**src/rtl/tx_arbiter_if.sv**
```systemverilog
// Signals around the UART TX arbiter: producer strobes and data, UART busy,
// the UART parallel load port, and the overflow/error status flags.
interface tx_arbiter_if #(
    parameter int rd        = 8,
    parameter int ALU       = 8,
    parameter int UART_size = 8
);
    logic [rd-1:0]        rd_data;
    logic                 rdData_valid;
    logic [2*ALU-1:0]     ALU_OUT;
    logic                 out_valid;
    logic                 busy;
    logic [UART_size-1:0] TX_P_DATA;
    logic                 TX_D_VLD;
    logic                 ovf;
    logic                 tx_err;

    modport master (
        output rd_data, rdData_valid, ALU_OUT, out_valid, busy,
        input  TX_P_DATA, TX_D_VLD, ovf, tx_err
    );

    modport slave (
        input  rd_data, rdData_valid, ALU_OUT, out_valid, busy,
        output TX_P_DATA, TX_D_VLD, ovf, tx_err
    );
endinterface

```
**src/rtl/tx_arbiter.sv**
```systemverilog
// Round-robin sharing of one UART transmitter between register-read results
// (one byte) and ALU results (two bytes, LS first), each with a one-entry buffer.
module tx_arbiter #(
    parameter int rd        = 8,
    parameter int ALU       = 8,
    parameter int UART_size = 8,
    parameter int BUSY_TO   = 16
) (
    input  logic        clk,
    input  logic        rst,
    tx_arbiter_if.slave tx
);
    localparam int CNT_W = $clog2(BUSY_TO + 1);

    typedef enum logic [1:0] {
        IDLE    = 2'd0,
        SEND    = 2'd1,
        WAIT_HI = 2'd2,
        WAIT_LO = 2'd3
    } state_e;

    typedef enum logic {
        SRC_RD  = 1'b0,
        SRC_ALU = 1'b1
    } src_e;

    state_e               state_r;
    src_e                 grant_r;
    src_e                 last_grant_r;
    src_e                 pick_s;
    logic                 byte_sel_r;
    logic [CNT_W-1:0]     to_cnt_r;
    logic [UART_size-1:0] tx_data_r;
    logic                 tx_vld_r;
    logic                 ovf_r;
    logic                 tx_err_r;

    logic [rd-1:0]        rd_buf_r;
    logic                 rd_pend_r;
    logic [2*ALU-1:0]     alu_buf_r;
    logic                 alu_pend_r;

    logic                 last_byte_s;
    logic                 rd_free_s;
    logic                 alu_free_s;
    logic                 rd_take_s;
    logic                 alu_take_s;
    logic                 drop_s;
    logic                 more_s;
    logic                 tie_s;

    // Buffer-free, capture/drop and arbitration decisions for the current cycle
    always_comb begin
        last_byte_s = tx_vld_r && ((grant_r == SRC_RD) || byte_sel_r);
        rd_free_s   = !rd_pend_r  || (last_byte_s && (grant_r == SRC_RD));
        alu_free_s  = !alu_pend_r || (last_byte_s && (grant_r == SRC_ALU));
        rd_take_s   = tx.rdData_valid && rd_free_s;
        alu_take_s  = tx.out_valid && alu_free_s;
        drop_s      = (tx.rdData_valid && !rd_free_s) || (tx.out_valid && !alu_free_s);
        more_s      = (grant_r == SRC_ALU) && !byte_sel_r;
        tie_s       = rd_pend_r && alu_pend_r;
        if (tie_s) begin
            pick_s = (last_grant_r == SRC_RD) ? SRC_ALU : SRC_RD;
        end else if (alu_pend_r) begin
            pick_s = SRC_ALU;
        end else begin
            pick_s = SRC_RD;
        end
    end

    // Holding buffers; a buffer frees in the load-strobe cycle of its last byte
    always_ff @(posedge clk or negedge rst) begin
        if (!rst) begin
            rd_buf_r   <= {rd{1'b0}};
            rd_pend_r  <= 1'b0;
            alu_buf_r  <= {(2*ALU){1'b0}};
            alu_pend_r <= 1'b0;
            ovf_r      <= 1'b0;
        end else begin
            if (rd_take_s) begin
                rd_buf_r  <= tx.rd_data;
                rd_pend_r <= 1'b1;
            end else if (last_byte_s && (grant_r == SRC_RD)) begin
                rd_pend_r <= 1'b0;
            end else begin
                rd_pend_r <= rd_pend_r;
            end
            if (alu_take_s) begin
                alu_buf_r  <= tx.ALU_OUT;
                alu_pend_r <= 1'b1;
            end else if (last_byte_s && (grant_r == SRC_ALU)) begin
                alu_pend_r <= 1'b0;
            end else begin
                alu_pend_r <= alu_pend_r;
            end
            ovf_r <= drop_s;
        end
    end

    // Transfer sequencer with registered UART load port and error flag.
    // last_grant moves only when a real tie is resolved, so a lone request
    // does not steal the next tie from the other source.
    always_ff @(posedge clk or negedge rst) begin
        if (!rst) begin
            state_r      <= IDLE;
            grant_r      <= SRC_RD;
            last_grant_r <= SRC_ALU;
            byte_sel_r   <= 1'b0;
            to_cnt_r     <= {CNT_W{1'b0}};
            tx_data_r    <= {UART_size{1'b0}};
            tx_vld_r     <= 1'b0;
            tx_err_r     <= 1'b0;
        end else begin
            tx_vld_r <= 1'b0;
            case (state_r)
                IDLE: begin
                    if (!tx.busy && (rd_pend_r || alu_pend_r)) begin
                        grant_r <= pick_s;
                        if (tie_s) begin
                            last_grant_r <= pick_s;
                        end
                        tx_data_r  <= (pick_s == SRC_RD) ? rd_buf_r : alu_buf_r[ALU-1:0];
                        byte_sel_r <= 1'b0;
                        state_r    <= SEND;
                    end
                end
                SEND: begin
                    tx_vld_r <= 1'b1;
                    to_cnt_r <= {CNT_W{1'b0}};
                    state_r  <= WAIT_HI;
                end
                WAIT_HI: begin
                    if (tx.busy) begin
                        state_r <= WAIT_LO;
                    end else if (to_cnt_r == CNT_W'(BUSY_TO - 1)) begin
                        // UART never acknowledged: flag it and carry on as if sent
                        tx_err_r <= 1'b1;
                        if (more_s) begin
                            tx_data_r  <= alu_buf_r[2*ALU-1:ALU];
                            byte_sel_r <= 1'b1;
                            state_r    <= SEND;
                        end else begin
                            state_r <= IDLE;
                        end
                    end else begin
                        to_cnt_r <= to_cnt_r + 1'b1;
                    end
                end
                WAIT_LO: begin
                    if (!tx.busy) begin
                        if (more_s) begin
                            tx_data_r  <= alu_buf_r[2*ALU-1:ALU];
                            byte_sel_r <= 1'b1;
                            state_r    <= SEND;
                        end else begin
                            state_r <= IDLE;
                        end
                    end
                end
                default: begin
                    state_r <= IDLE;
                end
            endcase
        end
    end

    assign tx.TX_P_DATA = tx_data_r;
    assign tx.TX_D_VLD  = tx_vld_r;
    assign tx.ovf       = ovf_r;
    assign tx.tx_err    = tx_err_r;
endmodule
```
**src/flat_wrapper.sv**
```systemverilog
// flat-port wrapper written by rule: the top's interface ports become plain ports
module tx_arbiter_flat 
#(
    parameter int rd        = 8,
    parameter int ALU       = 8,
    parameter int UART_size = 8,
    parameter int BUSY_TO   = 16
)
  (clk, rst, tx_rd_data, tx_rdData_valid, tx_ALU_OUT, tx_out_valid, tx_busy, tx_TX_P_DATA, tx_TX_D_VLD, tx_ovf, tx_tx_err);
  tx_arbiter_if #(.rd(rd), .ALU(ALU), .UART_size(UART_size)) tx_i ();
  input  logic clk;
  input  logic rst;
  input wire logic [$bits(tx_i.rd_data)-1:0] tx_rd_data;
  input wire logic [$bits(tx_i.rdData_valid)-1:0] tx_rdData_valid;
  input wire logic [$bits(tx_i.ALU_OUT)-1:0] tx_ALU_OUT;
  input wire logic [$bits(tx_i.out_valid)-1:0] tx_out_valid;
  input wire logic [$bits(tx_i.busy)-1:0] tx_busy;
  output wire logic [$bits(tx_i.TX_P_DATA)-1:0] tx_TX_P_DATA;
  output wire logic [$bits(tx_i.TX_D_VLD)-1:0] tx_TX_D_VLD;
  output wire logic [$bits(tx_i.ovf)-1:0] tx_ovf;
  output wire logic [$bits(tx_i.tx_err)-1:0] tx_tx_err;
  assign tx_i.rd_data = tx_rd_data;
  assign tx_i.rdData_valid = tx_rdData_valid;
  assign tx_i.ALU_OUT = tx_ALU_OUT;
  assign tx_i.out_valid = tx_out_valid;
  assign tx_i.busy = tx_busy;
  assign tx_TX_P_DATA = tx_i.TX_P_DATA;
  assign tx_TX_D_VLD = tx_i.TX_D_VLD;
  assign tx_ovf = tx_i.ovf;
  assign tx_tx_err = tx_i.tx_err;
  tx_arbiter #(.rd(rd), .ALU(ALU), .UART_size(UART_size), .BUSY_TO(BUSY_TO)) u_core (.clk(clk), .rst(rst), .tx(tx_i));
endmodule
```
**config.mk**
```make
export PLATFORM = sky130hd
export DESIGN_NAME = tx_arbiter_flat
export DESIGN_NICKNAME = d
export VERILOG_FILES = /design/src/rtl/tx_arbiter_if.sv /design/src/rtl/tx_arbiter.sv /design/src/flat_wrapper.sv
export SDC_FILE = /design/constraint.sdc
export NUM_CORES = 1
export LEC_CHECK = 0
export ABC_AREA = 1
export BUFFER_PORTS_ARGS = -buffer_cell sky130_fd_sc_hd__buf_4
export CAP_MARGIN = 5
export CORE_MARGIN = 3
export CORE_UTILIZATION = 55
export DETAILED_ROUTE_END_ITERATION = 16
export PLACE_DENSITY = 0.83
export SLEW_MARGIN = 20
export SYNTH_ARGS = -nofsm -noshare
export SYNTH_HDL_FRONTEND = slang
export SYNTH_SLANG_ARGS = --single-unit
export TNS_END_PERCENT = 1
```
**constraint.sdc**
```tcl
create_clock -name clk -period 3.51 [get_ports clk]
set_clock_uncertainty 0.05 [all_clocks]
set_input_delay 0.5265 -clock clk [delete_from_list [all_inputs] [get_ports clk]]
set_output_delay 0.5265 -clock clk [all_outputs]
set_load 0.005 [all_outputs]
```
==> flow_metrics.tcl, run 1 <==
set metrics [dict create \
    startpoint "u_core.alu_pend_r" \
    gp_congestion 0.854 \
    crit_fanout 24 \
    synth_area_leaders "dfrtp_1 (51%), nand2_1 (13%), nand3_1 (6.9%)" \
    die_y_um 70.0 \
    critical_path_buf_inv_count 0 \
    p_sw_mw 0.905 \
    critPathLaunchType "flop" \
    core-area_um2 3800 \
    setup_violations 0 \
    cp_top_family "simple AND/OR/NAND/NOR gates" \
    arrival_ps 2020 \
    finalMaxSlewViolations 0 \
    grt_pass1_vias 1711 \
    p_int_mw 1.37 \
    dieArea_um2 4900 \
    postCtsHoldBufs 0 \
    cts-resized-gates 0 \
    drv_cap 0 \
    combPwrFrac 0.414 \
    cts_tree "built" \
    cp.depth 4 \
    htreeDepth 2 \
    rsz0062_at_grt "no" \
    numCtsBuffers 5 \
    syn_area_um2 2250 \
    overflow 0 \
    p_leak_nw 1.46 \
    ir_drop_uv 568 \
    crit_required_ps 3680 \
    powerDensity_nw_per_um2 846 \
    yosysSeqAreaShare 0.523 \
    synth_largest_area_cell "dfrtp_1" \
    via_per_inst 5.01 \
    fin_cells 363 \
    synthCells 275 \
    clk_pin_slew_ps 90 \
    antenna_cells 0 \
    io_pins 40 \
    cts-root-buf "clkbuf_8" \
    drc_errors 0 \
    status "finished clean" \
    final_util 0.708 \
    fp-row-count 22 \
    reg2reg_depth 4 \
    vias 1819 \
    first_iter_violations 96 \
    final_antenna_net_count 0 \
    syn_nets 306 \
    timing_worst_setup_path_type "flop to flop" \
    die_w_um 70.0 \
    io_buffer_count 39 \
    num-nets-final 345 \
    hp-class "input port to asynchronous set/reset pin" \
    crit_path_frequent_cell "nand2_1" \
    worst_pin_slew_ps 701 \
    synth_edf_count 0 \
    synth.distinct_cells 24 \
    dp.cells 355 \
    seqPwrFrac 0.406 \
    start_util 0.593 \
    yosys.area.top_type_share 0.511 \
    max-clock-path-buffers 2 \
    grt_pass1_wl_mm 7.53 \
    grt_antenna_before_repair 0 \
    worstPathCellList "nand2_1 > nand2_1 > nor2_1 > a21oi_1" \
    ys_ff_latch 47 \
    period_needed_ps 1850 \
    end_kind "flop" \
    layout_worst_path_cycle_share 0.526 \
    fin_tns_setup_ps 0 \
    r2r_start "u_core.alu_pend_r" \
    yosys_warnings 0 \
    avgSynthCellArea_um2 8.19 \
    syn2layout_area_growth_pct 19.4 \
    clock.fmax_mhz 541 \
    cts_sinks 47 \
    first_pass_iters 5 \
    grt_max_degree 48 \
    async_reset_ff_frac 1.00 \
    cts_setup_buffers 0 \
    slowest_delay_ps 600 \
    hpwl_mm 3.30 \
    sw_frac_of_total 0.398 \
    slew_headroom 0.532 \
    finalHoldViolCount 0 \
    clk_latency_ps 300 \
    pwr-share-clk 0.180 \
    ys.flop_type "dfrtp_1" \
    routed_wl_mm 4.39 \
    crit_path_top_delay_cell "nand2_1" \
    holdWs_ps 170 \
    drive_above_1_share 0.197 \
    post_drt_wl_per_cell_um 12.1 \
    grt_use_total 0.192 \
]
==> final timing paths <==
check                                       to  slack, ps
setup / recovery           u_core.alu_buf_r[0]       1660
hold / removal              u_core.to_cnt_r[2]        170
setup reg to reg           u_core.alu_buf_r[0]       1660
hold reg to reg               u_core.tx.tx_err        430
max in group asynchronous  u_core.last_grant_r       2850
min in group clk              u_core.rd_pend_r        390
==> layout by cell type (no fill, tap or decap), drive strengths merged <==
cell	n
ha	2
o21ai	7
a31o	1
o21bai	8
inv	40
a21oi	19
nand3	32
dfrtp	46
clkbuf	6
nand2	83
clkinv	1
dfstp	1
buf	39
o22ai	2
bufinv	1
nand4	2
o211ai	1
nor2	24
==> through the flow <==
| stage | total power [mW] | area (µm²) | setup slack (ps) |
|---|---|---|---|
| detailed placement | 1.88 | 2570 | 1680 |
| global route | 2.48 | 2690 | 1380 |
| finish | 2.27 | 2690 | 1660 |
| CTS | 2.29 | 2690 | 1660 |
| floorplan | 1.59 | 2250 | 1980 |
| global placement | 1.84 | 2570 | 1790 |
==> power by group through the flow <==
stage | Combinational [mW] | Sequential [mW] | Clock, mW
after floorplan | 0.702 | 0.893 | 0
after global placement | 0.917 | 0.926 | 0
after detailed placement | 0.946 | 0.933 | 0
after CTS | 0.952 | 0.923 | 0.413
after global routing | 1.09 | 0.959 | 0.434
final | 0.941 | 0.924 | 0.409
==> logic make-up (layout without fill, tap and decap cells) <==
kind of cell / Yosys count / after routing / synth area share
and+or+nand+nor: 141 / 141 / 0.287
buffers and inverters: 47 / 87 / 0.0817
AOI/OAI and AO/OA: 38 / 38 / 0.0972
DFF: 47 / 47 / 0.523
adders and majority gates: 2 / 2 / 0.0111
==> per-layer routing <==
| layer | up-vias | part of all wire | global-route usage | wire [µm] |
|---|---|---|---|---|
| li1 | 942 | - | - | - |
| met1 | 826 | 0.48 | 0.264 | 2110 |
| met2 | 47 | 0.45 | 0.297 | 1970 |
| met3 | 4 | 0.058 | 0.0475 | 254 |
| met4 | 0 | 0.014 | 0.0660 | 61 |
| met5 | - | 0 | 0 | 0 |
==> layout make-up <==
class | count | area [µm²]
well taps | 48 | 60.1
inverters | 40 | 150
flip-flops and latches | 47 | 1180
fillers | 320 | 1110
repair buffers | 39 | 293
clock buffers | 6 | 82.6
clock inverters | 2 | 35.0
multi-input cells | 181 | 891
==> Yosys cell counts (4+ instances only) <==
cell type	n
a21oi_1	19
nand3_1	31
inv_1	37
nand2_1	78
o21ai_0	4
nor2_1	20
dfrtp_1	46
o21bai_1	8
==> worst register-to-register path, cell delays in order, from the launching register on <==
cell and delay [ps]:
dfrtp_1 590, nand2_1 290, nand2_1 610, nor2_1 90, a21oi_1 150
==> registers in the layout, summed over array words and instances (netlist names) <==
signal               cells
u_core.alu_pend_r        1
u_core.tx.ovf            1
u_core.tx.TX_P_DATA      8
u_core.to_cnt_r          5
u_core.byte_sel_r        1
u_core.tx.tx_err         1
u_core.last_grant_r      1
u_core.rd_buf_r          8
u_core.rd_pend_r         1
u_core.tx.TX_D_VLD       1
u_core.grant_r           1
u_core.state_r           2
u_core.alu_buf_r        16
Note: power is estimated with default switching activity, not from simulation.
==> run 2, diff against run 1 <==
==> constraint.sdc (replaced) <==
create_clock -name clk -period 1.9 [get_ports clk]
set_clock_uncertainty 0.05 [all_clocks]
set_input_delay 0.285 -clock clk [delete_from_list [all_inputs] [get_ports clk]]
set_output_delay 0.285 -clock clk [all_outputs]
set_load 0.005 [all_outputs]
==> flow_metrics.tcl, run 2 (synthesis gave the netlist of run 1 again) <==
set metrics [dict create \
    powerDensity_nw_per_um2 1510 \
    rsz0062_at_grt "no" \
    io_pins 40 \
    crit_required_ps 2040 \
    drive_above_1_share 0.195 \
    fp-row-count 22 \
    final_antenna_net_count 0 \
    grt_max_degree 48 \
    clk_latency_ps 300 \
    end_kind "flop" \
    antenna_cells 0 \
    timing_worst_setup_path_type "flop to flop" \
    largest_register_ffs 16 \
    clk_pin_slew_ps 80 \
    post_drt_wl_per_cell_um 11.7 \
    via_per_inst 5.00 \
    drv_cap 0 \
    syn2layout_area_growth_pct 18.9 \
    dieArea_um2 4900 \
    holdWs_ps 144 \
    grt_antenna_before_repair 0 \
    grt_pass1_vias 1716 \
    fin_tns_setup_ps 0 \
    clock.fmax_mhz 595 \
    vias 1831 \
    cts_sinks 47 \
    grt_use_total 0.188 \
    period_needed_ps 1680 \
    dp_slack_ps 237 \
    critPathLaunchType "flop" \
    drc_errors 0 \
    finalMaxSlewViolations 0 \
    setup_violations 0 \
    numCtsBuffers 5 \
    finalInstanceArea_um2 2680 \
    die_y_um 70.0 \
    p_leak_nw 1.45 \
    worstPathCellList "ha_1 > nand2_1 > nor2_1 > ha_1 > inv_1 > nand2_2 > nand2_4 > nor2_8 > nand2_1 > nand2_1" \
    reg2reg_depth 10 \
    overflow 0 \
    ir_drop_uv 712 \
    slew_headroom 0.618 \
    crit_path_top_delay_cell "dfrtp_1" \
    cts_setup_buffers 0 \
    arrival_ps 1820 \
    hpwl_mm 3.27 \
    hp-class "input port to flop" \
    first_iter_violations 123 \
    routed_wl_mm 4.30 \
    finalHoldViolCount 0 \
    grt_pass1_wl_mm 7.53 \
    start_util 0.593 \
    largest-register "u_core.alu_buf_r" \
    min_path_cells 3 \
    max-clock-path-buffers 2 \
    die_w_um 70.0 \
    core-area_um2 3800 \
    slowest_delay_ps 420 \
    cts_tree "built" \
    status "finished clean" \
    io_buffer_count 39 \
    first_pass_iters 4 \
    htreeDepth 2 \
    final_cell_mix "nand2_1 (78), dfrtp_1 (46), buf_4 (41)" \
    dpl_cell_area_um2 2590 \
    layout_worst_path_cycle_share 0.884 \
    worst_pin_slew_ps 573 \
    crit_fanout 9 \
    num-nets-final 348 \
    cts-root-buf "clkbuf_8" \
    gp_congestion 0.825 \
    crit_path_frequent_cell "nand2_1" \
    final_common_cell "nand2_1" \
    fillers 320 \
    setup_ws_ps 221 \
]
==> run 2: cell types whose count changed in the layout (fill, tap and decap cells not counted) <==
cell	previous run	this run
bufinv_16	1	0
buf_4	39	41
clkbuf_8	6	5
dlygate4sd3_1	0	1
clkbuf_1	0	2
==> run 2: worst paths after layout <==
path	from	endpoint	slack, ps
min in group asynchronous	rst	u_core.to_cnt_r[2]	460
setup / recovery	u_core.to_cnt_r[0]	u_core.tx.TX_P_DATA[7]	220
hold reg to reg	u_core.alu_buf_r[8]	u_core.alu_buf_r[8]	430
max in group asynchronous	rst	u_core.last_grant_r	940
hold / removal	tx_rdData_valid	u_core.rd_pend_r	140
setup reg to reg	u_core.to_cnt_r[0]	u_core.tx.TX_P_DATA[7]	220
==> run 2: per-stage QoR <==
step,util,power [mW],std cells
floorplan,-,2.95,275
global placement,0.681,3.43,357
detailed placement,0.681,3.49,357
CTS,0.705,4.06,366
global route,0.705,4.40,366
finish,0.705,4.04,366
==> run 2: power by group <==
group / internal (mW) / switching [mW] / leakage, nW
Clock: 0.258 / 0.314 / 0.0422
Sequential: 1.43 / 0.286 / 0.551
Combinational: 0.694 / 1.06 / 0.859
Total: 2.38 / 1.66 / 1.45
==> run 2: critical path, delay by kind of cell, from the launching register on <==
kind	cells	cell delay, ps
fa+ha+maj	2	420
buf+inv	1	130
flops	1	420
simple gates	7	560
==> run 2: area by class of cell <==
type                            count  area, µm²  area share
Sequential cell                    47       1180       0.440
Multi-Input combinational cell    181        891       0.333
Timing Repair Buffer               42        318       0.119
Inverter                           40        150      0.0561
Clock buffer                        7       76.3      0.0285
Tap cell                           48       60.1      0.0224
Clock inverter                      1       5.00     0.00187
==> run 2: layer usage <==
metal  vias up  global-route usage  part of all wire
met1       812               0.272              0.48
met4         0              0.0574             0.014
met3         6              0.0374             0.065
met5         -                   0                 0
li1        955                   -                 -
met2        58               0.288              0.44
==> run 2: what timing repair did <==
| item | in CTS | in global routing |
|---|---|---|
| hold buffers | 1 | 0 |
| gates resized for setup | 0 | 0 |
| endpoints found under the hold margin | 46 | 0 |
==> run 3, diff against run 2 <==
--- a/config.mk
+++ b/config.mk
@@ -10,6 +10,7 @@
 export CAP_MARGIN = 5
 export CORE_MARGIN = 3
 export CORE_UTILIZATION = 55
+export CTS_BUF_LIST = sky130_fd_sc_hd__clkbuf_8
 export DETAILED_ROUTE_END_ITERATION = 16
 export PLACE_DENSITY = 0.83
 export SLEW_MARGIN = 20
==> flow_metrics.tcl, run 3 (synthesis gave the netlist of run 1 again) <==
set metrics [dict create \
    start_util 0.593 \
    r2r_start "u_core.to_cnt_r[0]" \
    ir_drop_uv 713 \
    first_pass_iters 4 \
    crit_path_top_delay_cell "dfrtp_1" \
    fin_cells 366 \
    powerDensity_nw_per_um2 1500 \
    drc_errors 0 \
    min-delay-start "tx_rdData_valid" \
    core-area_um2 3800 \
    largest-register "u_core.alu_buf_r" \
    critical_path_buf_inv_count 1 \
    largest_register_ffs 16 \
    io_buffer_count 39 \
    clk_latency_ps 300 \
    grt_pass1_vias 1716 \
    antenna_cells 0 \
    hp-class "input port to flop" \
    grt_pass1_wl_mm 7.53 \
    max-clock-path-buffers 2 \
    cts_tree "built" \
    drive_above_1_share 0.195 \
    cp_top_family "simple AND/OR/NAND/NOR gates" \
    hpwl_mm 3.27 \
    drv_cap 0 \
    final_antenna_net_count 0 \
    p_leak_nw 1.46 \
    worstPathCellList "ha_1 > nand2_1 > nor2_1 > ha_1 > inv_1 > nand2_2 > nand2_4 > nor2_8 > nand2_1 > nand2_1" \
    vias 1836 \
    grt_max_degree 48 \
    routed_wl_mm 4.30 \
    power_mw 4.03 \
    cts-root-buf "clkbuf_8" \
    end_kind "flop" \
    syn2layout_area_growth_pct 18.9 \
    die_y_um 70.0 \
    rsz0062_at_grt "no" \
    fin_tns_setup_ps 0 \
    first_iter_violations 124 \
    grt_antenna_before_repair 0 \
    timing_worst_setup_path_type "flop to flop" \
    overflow 0 \
    cts_sinks 47 \
    htreeDepth 2 \
    crit_fanout 9 \
    clock.fmax_mhz 595 \
    cts_setup_buffers 0 \
    die_w_um 70.0 \
    fp-row-count 22 \
    critPathLaunchType "flop" \
    dieArea_um2 4900 \
    layout_worst_path_cycle_share 0.885 \
    slew_headroom 0.618 \
    fillers 320 \
    numCtsBuffers 5 \
    crit_path_frequent_cell "nand2_1" \
    slowest_delay_ps 420 \
    final_common_cell "nand2_1" \
    dp.cells 357 \
    num-nets-final 348 \
    worst_pin_slew_ps 574 \
    finalHoldViolCount 0 \
    postCtsHoldBufs 1 \
    grt_use_total 0.188 \
    post_drt_wl_per_cell_um 11.8 \
    arrival_ps 1830 \
    clk_pin_slew_ps 80 \
    finalMaxSlewViolations 0 \
    io_pins 40 \
    startpoint "u_core.to_cnt_r[0]" \
    final_cell_mix "nand2_1 (78), dfrtp_1 (46), buf_4 (41)" \
    cts-resized-gates 0 \
    setup_violations 0 \
    holdWs_ps 144 \
    via_per_inst 5.02 \
    status "finished clean" \
    gp_congestion 0.825 \
    crit_required_ps 2040 \
    period_needed_ps 1680 \
]
==> run 3: path summary, 6_finish.rpt <==
path,slack [ps],end,depth (start not counted)
min in group asynchronous,460,u_core.to_cnt_r[2],2
max,220,u_core.tx.TX_P_DATA[7],10
max in group asynchronous,940,u_core.last_grant_r,2
min,140,u_core.rd_pend_r,3
max reg2reg,220,u_core.tx.TX_P_DATA[7],10
min reg2reg,430,u_core.last_grant_r,2
==> run 3: metrics by stage <==
step	util	worst slack [ps]	instance area [µm²]
detailed placement	0.681	237	2590
finish	0.705	218	2680
CTS	0.705	218	2680
floorplan	-	365	2250
global placement	0.681	311	2590
global route	0.705	70.5	2680
==> run 3: power breakdown <==
| group | leakage (nW) | switching [mW] | internal, mW |
|---|---|---|---|
| sequential | 0.551 | 0.287 | 1.43 |
| combinational | 0.859 | 1.06 | 0.694 |
| clock | 0.0505 | 0.315 | 0.248 |
==> run 3: worst reg2reg max path: stages (launching register included) <==
cell	delay (ps)
dfrtp_1	420
ha_1	230
nand2_1	90
nor2_1	40
ha_1	190
inv_1	130
nand2_2	90
nand2_4	150
nor2_8	60
nand2_1	70
nand2_1	50
==> run 3: cell type report <==
cell class / count / area, µm² / share of cell area
multi-input combinational: 181 / 891 / 0.333
clock buffer: 5 / 68.8 / 0.0257
timing repair buffer: 42 / 318 / 0.119
tap: 48 / 60.1 / 0.0224
sequential: 47 / 1180 / 0.440
inverter: 40 / 150 / 0.0561
clock inverter: 3 / 12.5 / 0.00467
==> run 3: layer usage <==
metal	track usage	vias to the layer above	routed length, µm
li1	-	954	-
met1	0.272	818	2080
met2	0.288	58	1900
met3	0.0374	6	258
met4	0.0574	0	62
met5	0	-	0
